## src/rtl/accel_seq_ctrl.sv

```systemverilog
`default_nettype none
// ============================================================================
// Module      : accel_seq_ctrl
// Description : Sequencer for the accelerator loop. It fetches parameters,
//               runs up to two Occ lookups with timeout, then executes and
//               writes back until finish, abort, iteration limit or error.
// Revision    : 1.0 - initial release
// ============================================================================
module accel_seq_ctrl #(
    parameter int ADDR_W = 8,
    parameter int DATA_W = 32,
    parameter int CNT_W  = 16,
    parameter int TO_W   = 8
) (
    input  logic              clk,
    input  logic              rst_n,
    input  logic              is_start,
    input  logic              is_abort,
    input  logic              err_clr,
    input  logic              is_find,
    input  logic              is_get_data_in_Occ,
    input  logic              is_finish,
    input  logic [ADDR_W-1:0] occ_addr_k,
    input  logic [ADDR_W-1:0] occ_addr_l,
    input  logic [TO_W-1:0]   cfg_timeout,
    input  logic [CNT_W-1:0]  cfg_max_iter,
    output logic              occ_req_valid,
    input  logic              occ_req_ready,
    output logic [ADDR_W-1:0] occ_req_addr,
    input  logic              occ_rsp_valid,
    input  logic [DATA_W-1:0] occ_rsp_data,
    output logic [3:0]        state,
    output logic [DATA_W-1:0] data_1,
    output logic [DATA_W-1:0] data_2,
    output logic [CNT_W-1:0]  iter_cnt,
    output logic              busy,
    output logic              done,
    output logic              error,
    output logic [1:0]        err_code
);

    typedef enum logic [3:0] {
        ST_IDLE       = 4'd0,
        ST_GET_PARAM  = 4'd1,
        ST_GET_DATA_1 = 4'd2,
        ST_GET_DATA_2 = 4'd3,
        ST_GET_DATA_3 = 4'd4,
        ST_EX         = 4'd5,
        ST_WRITE_BACK = 4'd6,
        ST_DONE       = 4'd7,
        ST_ERROR      = 4'd8
    } state_t;

    localparam logic       c_PH_REQ      = 1'b0;
    localparam logic       c_PH_RSP      = 1'b1;
    localparam logic [1:0] c_ERR_NONE    = 2'd0;
    localparam logic [1:0] c_ERR_TIMEOUT = 2'd1;
    localparam logic [1:0] c_ERR_ITER    = 2'd2;

    state_t              r_state;
    logic                r_phase;
    logic                r_req_valid;
    logic [ADDR_W-1:0]   r_req_addr;
    logic [DATA_W-1:0]   r_data_1;
    logic [DATA_W-1:0]   r_data_2;
    logic [CNT_W-1:0]    r_iter_cnt;
    logic [TO_W-1:0]     r_to_cnt;
    logic [1:0]          r_err_code;

    logic                w_abort;
    logic                w_handshake;
    logic                w_fetch_done;
    logic                w_timeout;
    logic [TO_W-1:0]     w_to_limit;
    logic [CNT_W-1:0]    w_iter_next;

    assign w_abort      = is_abort && (r_state != ST_IDLE) && (r_state != ST_ERROR);
    // Responses are only honoured once the request has been accepted.
    assign w_handshake  = (r_phase == c_PH_REQ) && r_req_valid && occ_req_ready;
    assign w_fetch_done = (r_phase == c_PH_RSP) && occ_rsp_valid;
    assign w_to_limit   = cfg_timeout - TO_W'(1);
    assign w_timeout    = (cfg_timeout != '0) && (r_to_cnt == w_to_limit);
    assign w_iter_next  = (&r_iter_cnt) ? r_iter_cnt : r_iter_cnt + CNT_W'(1);

    always_ff @(posedge clk or negedge rst_n) begin
        if (!rst_n) begin
            r_state     <= ST_IDLE;
            r_phase     <= c_PH_REQ;
            r_req_valid <= 1'b0;
            r_req_addr  <= '0;
            r_data_1    <= '0;
            r_data_2    <= '0;
            r_iter_cnt  <= '0;
            r_to_cnt    <= '0;
            r_err_code  <= c_ERR_NONE;
        end else if (w_abort) begin
            r_state     <= ST_IDLE;
            r_phase     <= c_PH_REQ;
            r_req_valid <= 1'b0;
            r_to_cnt    <= '0;
        end else begin
            case (r_state)
                ST_IDLE: begin
                    if (is_start) begin
                        r_state    <= ST_GET_PARAM;
                        r_iter_cnt <= '0;
                        r_data_1   <= '0;
                        r_data_2   <= '0;
                        r_err_code <= c_ERR_NONE;
                    end
                end
                ST_GET_PARAM: begin
                    r_state <= is_find ? ST_GET_DATA_1 : ST_DONE;
                end
                ST_GET_DATA_1: begin
                    if (is_get_data_in_Occ) begin
                        r_state     <= ST_GET_DATA_2;
                        r_phase     <= c_PH_REQ;
                        r_req_valid <= 1'b1;
                        r_req_addr  <= occ_addr_k;
                        r_to_cnt    <= '0;
                    end else begin
                        r_state <= ST_EX;
                    end
                end
                ST_GET_DATA_2, ST_GET_DATA_3: begin
                    if (w_fetch_done) begin
                        r_phase  <= c_PH_REQ;
                        r_to_cnt <= '0;
                        if (r_state == ST_GET_DATA_2) begin
                            r_data_1    <= occ_rsp_data;
                            r_state     <= ST_GET_DATA_3;
                            r_req_valid <= 1'b1;
                            r_req_addr  <= occ_addr_l;
                        end else begin
                            r_data_2    <= occ_rsp_data;
                            r_state     <= ST_EX;
                            r_req_valid <= 1'b0;
                        end
                    end else if (w_timeout) begin
                        r_state     <= ST_ERROR;
                        r_err_code  <= c_ERR_TIMEOUT;
                        r_req_valid <= 1'b0;
                        r_phase     <= c_PH_REQ;
                    end else begin
                        r_to_cnt <= r_to_cnt + TO_W'(1);
                        if (w_handshake) begin
                            r_req_valid <= 1'b0;
                            r_phase     <= c_PH_RSP;
                        end
                    end
                end
                ST_EX: begin
                    r_state <= is_finish ? ST_DONE : ST_WRITE_BACK;
                end
                ST_WRITE_BACK: begin
                    r_iter_cnt <= w_iter_next;
                    if ((cfg_max_iter != '0) && (w_iter_next == cfg_max_iter)) begin
                        r_state    <= ST_ERROR;
                        r_err_code <= c_ERR_ITER;
                    end else begin
                        r_state <= ST_GET_PARAM;
                    end
                end
                ST_DONE: begin
                    r_state <= ST_IDLE;
                end
                ST_ERROR: begin
                    if (err_clr) begin
                        r_state    <= ST_IDLE;
                        r_err_code <= c_ERR_NONE;
                    end
                end
                default: begin
                    r_state <= ST_IDLE;
                end
            endcase
        end
    end

    assign state         = r_state;
    assign occ_req_valid = r_req_valid;
    assign occ_req_addr  = r_req_addr;
    assign data_1        = r_data_1;
    assign data_2        = r_data_2;
    assign iter_cnt      = r_iter_cnt;
    assign err_code      = r_err_code;
    assign done          = (r_state == ST_DONE);
    assign error         = (r_state == ST_ERROR);
    assign busy          = (r_state == ST_GET_PARAM)  || (r_state == ST_GET_DATA_1) ||
                           (r_state == ST_GET_DATA_2) || (r_state == ST_GET_DATA_3) ||
                           (r_state == ST_EX)         || (r_state == ST_WRITE_BACK);

endmodule
`default_nettype wire

```

## config.mk

```make
export PLATFORM = sky130hd
export DESIGN_NAME = accel_seq_ctrl
export DESIGN_NICKNAME = d
export VERILOG_FILES = /design/src/rtl/accel_seq_ctrl.sv
export SDC_FILE = /design/constraint.sdc
export NUM_CORES = 1
export LEC_CHECK = 0
export CORE_MARGIN = 5
export CORE_UTILIZATION = 47
export CTS_CLUSTER_SIZE = 20
export DETAILED_ROUTE_END_ITERATION = 7
export PLACE_DENSITY = 0.81
export SLEW_MARGIN = 10
export SYNTH_ARGS = -nofsm -noshare
export SYNTH_HDL_FRONTEND = slang
export SYNTH_SLANG_ARGS = --single-unit
```

## constraint.sdc

```tcl
create_clock -name clk -period 2.65 [get_ports clk]
set_input_delay 0.6625 -clock clk [delete_from_list [all_inputs] [get_ports clk]]
set_output_delay 0.6625 -clock clk [all_outputs]
set_load 0.02 [all_outputs]
```

==> impl_metrics.yaml <==
sta:
  max_freq_mhz: 386
  finalSetupViolCount: 0
  setup_slack_ns: 0.0612
  tightest_slew_ns: 0.631
  fin_crit_ns: 2.59
  timing.final.crit_share: 0.977
  slew_viol_final: 0
  slew_headroom: 0.575
  hold_viol: 0
  skew_ns: 0.0102
synthesis:
  synth_enable_flop_cells: 0
  ys.flop_type: "dfrtp_1"
  ys_seq_area_frac: 0.457
  yosysUniqueCellTypes: 63
  synthCells: 655
  synth.avg_cell_area_um2: 8.70
  synth_warnings: 0
  synth_nets: 741
  ys_seq_elements: 104
  synthArstFlopShare: 1.00
  syn_area_um2: 5700
global_routing:
  gr-total-overflow: 0
  antenna_found_initial: 0
  track_usage: 0.247
  grt_use_met3: 0.0448
  use_met2: 0.437
  first_global_vias: 5861
  grt_max_degree: 65
  grt_pass1_wl_um: 28800
  global_route.usage.met1: 0.295
  busiest_layer: "met2"
worst_setup_path:
  cp.required_ns: 2.86
  cp-end-kind: "flop"
  path_cells: "clkdlybuf4s50_1 > nor4_4 > o21ai_1 > a32o_1 > mux2_2 > a31oi_4 > nand4_1 > xor2_1 > nor2_1"
  worstSetupStartpointType: "input pin"
  max_stage_delay_ns: 0.46
  critPathBufInv: 1
  crit_type: "in2reg"
  cp_top_family: "compound AO/OA/AOI/OAI gates"
  path_max_fanout: 7
  worstPathArrival_ns: 2.80
  cp_slowest_cell: "clkdlybuf4s50_1"
detailed_routing:
  postRouteAntennaNets: 0
  drc_errors: 0
  wl_per_cell_um: 17.9
  vias: 5837
  via_per_inst: 5.68
  drtIter0Drc: 486
  drt-total-wl_um: 18400
  firstDrtPassIters: 5
place:
  place_congestion: 1.00
  place_area_um2: 8040
  dp_slack_ns: -0.598
  placedCellCount: 1009
  io_buffers: 179
  dpl.hpwl_um: 13900
floorplanning:
  io_pins: 180
  die_x_um: 120
  num_rows: 40
  start_util: 0.477
  die_y_um: 120
  core_um2: 12000
  dieArea_um2: 14400
outcome:
  status: "complete, no violations"
cts:
  cts_tree: "built"
  clock_path_buffers: 2
  numCtsBuffers: 9
  cts_htree_levels: 3
  cts_root_buf: "clkbuf_16"
  clkLatencyLatePin_ns: 0.35
  cts_sinks: 104
  clk_pin_slew_worst_paths_ns: 0.08
power_and_ir_drop:
  peakVddDrop_v: 0.000615
  power_mw: 8.10
  power.density_nw_per_um2: 961
  p_leak_nw: 3.53
cells_and_area:
  syn2layout_area_growth_pct: 47.8
  utilization: 0.705
  fin_nets: 962
  finalNonFillerCells: 1028
  final_area_um2: 8430
  drive_gt1_frac: 0.148
  n_antenna_cell: 0
hold_path:
  holdCritPathClass: "in2async"
run:
  drv_cap: 0
-- cell usage after synthesis, types with 2 or more instances --
cell,count,share of area
nand2_1,131,0.086
dfrtp_1,104,0.46
o21ai_0,88,0.077
nor2_1,49,0.032
a21oi_1,32,0.028
clkbuf_1,24,0.016
xnor2_1,22,0.034
inv_1,18,0.012
mux2i_1,15,0.026
nand3_1,15,0.013
a31oi_1,12,0.013
xor2_1,11,0.017
nand4_1,10,0.011
buf_2,9,0.0079
nor4_1,8,0.0088
and2_1,7,0.0077
and3_1,7,0.0077
nor3_1,7,0.0061
and4_1,6,0.0092
nand2b_1,6,0.0066
buf_4,4,0.0053
ha_1,4,0.0088
nor2b_1,4,0.0044
o22ai_1,4,0.0044
a22o_1,3,0.0046
a32oi_1,3,0.0046
nand4_2,3,0.0066
o211ai_1,3,0.0040
a2111oi_4,2,0.0097
a211oi_1,2,0.0026
a21o_1,2,0.0026
a21oi_2,2,0.0031
a32o_1,2,0.0035
mux2_2,2,0.0040
nor3b_1,2,0.0026
nor4_4,2,0.0075
o31ai_1,2,0.0026
or2_2,2,0.0022
or3_1,2,0.0022
-- flip-flops by register name (all words and copies together) (netlist names) --
signal and count:
data_1 32, data_2 32, iter_cnt 16, occ_req_addr 8
r_to_cnt 8, state 4, err_code 2, occ_req_valid 1
r_phase 1
-- power by group --
group / leakage, nW / internal (mW) / total, mW / switching [mW]
clock: 0.137 / 0.656 / 1.30 / 0.639
sequential: 1.41 / 2.17 / 2.54 / 0.371
combinational: 1.99 / 1.83 / 4.26 / 2.43
total: 3.53 / 4.65 / 8.10 / 3.44
-- layout make-up --
| type | instances | area (um2) |
|---|---|---|
| repair buffers | 249 | 2340 |
| fillers | 891 | 3530 |
| clock inverters | 7 | 65.1 |
| inverters | 19 | 72.6 |
| flip-flops and latches | 104 | 2600 |
| well taps | 147 | 184 |
| clock buffers | 9 | 225 |
| multi-input cells | 493 | 2940 |
-- layer usage --
layer / vias up / share of wire
met1: 2760 / 0.39
met5: - / 0
li1: 2737 / -
met2: 289 / 0.50
met3: 51 / 0.066
met4: 0 / 0.037
-- placed cells by master, fill, tap and decap left out, types with 4 or more instances in the layout --
master / n
nor2b_1: 4
nand3_1: 13
a21oi_1: 32
o21ai_1: 6
nor2_1: 48
clkbuf_16: 9
nand2_1: 131
mux2i_1: 15
inv_1: 16
buf_4: 68
o21ai_0: 83
nand2b_1: 6
nor3_1: 6
xor2_1: 11
dlygate4sd2_1: 4
dfrtp_1: 103
a31oi_1: 12
nor4_1: 6
and3_1: 6
xnor2_1: 20
clkdlybuf4s50_1: 171
o22ai_1: 4
and2_1: 6
nand4_1: 10
-- repair_timing --
| action | 4_1_cts | 5_1_grt |
|---|---|---|
| pin swaps | 7 | 11 |
| setup buffers | 1 | 2 |
| resized for setup | 18 | 22 |
| hold buffers | 0 | 0 |
| setup endpoints to repair | 17 | 17 |
-- worst paths after layout --
path	startpoint	end	depth (start not counted)	slack, ns
setup / recovery	cfg_timeout[5]	r_to_cnt[7]	9	0.06
hold / removal	rst_n	data_2[14]	1	0.30
setup reg to reg	iter_cnt[0]	err_code[0]	10	0.10
hold reg to reg	data_1[27]	data_1[27]	2	0.48
max in group asynchronous	rst_n	r_to_cnt[7]	2	1.60
min in group clk	data_1[27]	data_1[27]	2	0.48
-- kinds of logic (layout without fill, tap and decap cells) --
kind of cell,Yosys count,after routing,synth area share
adders and majority gates,4,4,0.00878
buffers and inverters,58,284,0.0441
and+or+nand+nor,265,265,0.221
DFF,104,104,0.457
muxes,17,17,0.0303
AOI/OAI and AO/OA,174,174,0.189
xor gates and xnor gates,33,33,0.0507
-- through the flow --
stage | setup TNS [ns] | hold WS [ns]
floorplan | 0 | 0.367
detailed placement | -8.15 | 0.470
CTS | 0 | 0.314
global route | -0.0330 | 0.340
global placement | -6.39 | 0.462
finish | 0 | 0.297
Note: power is estimated with default switching activity, not from simulation.
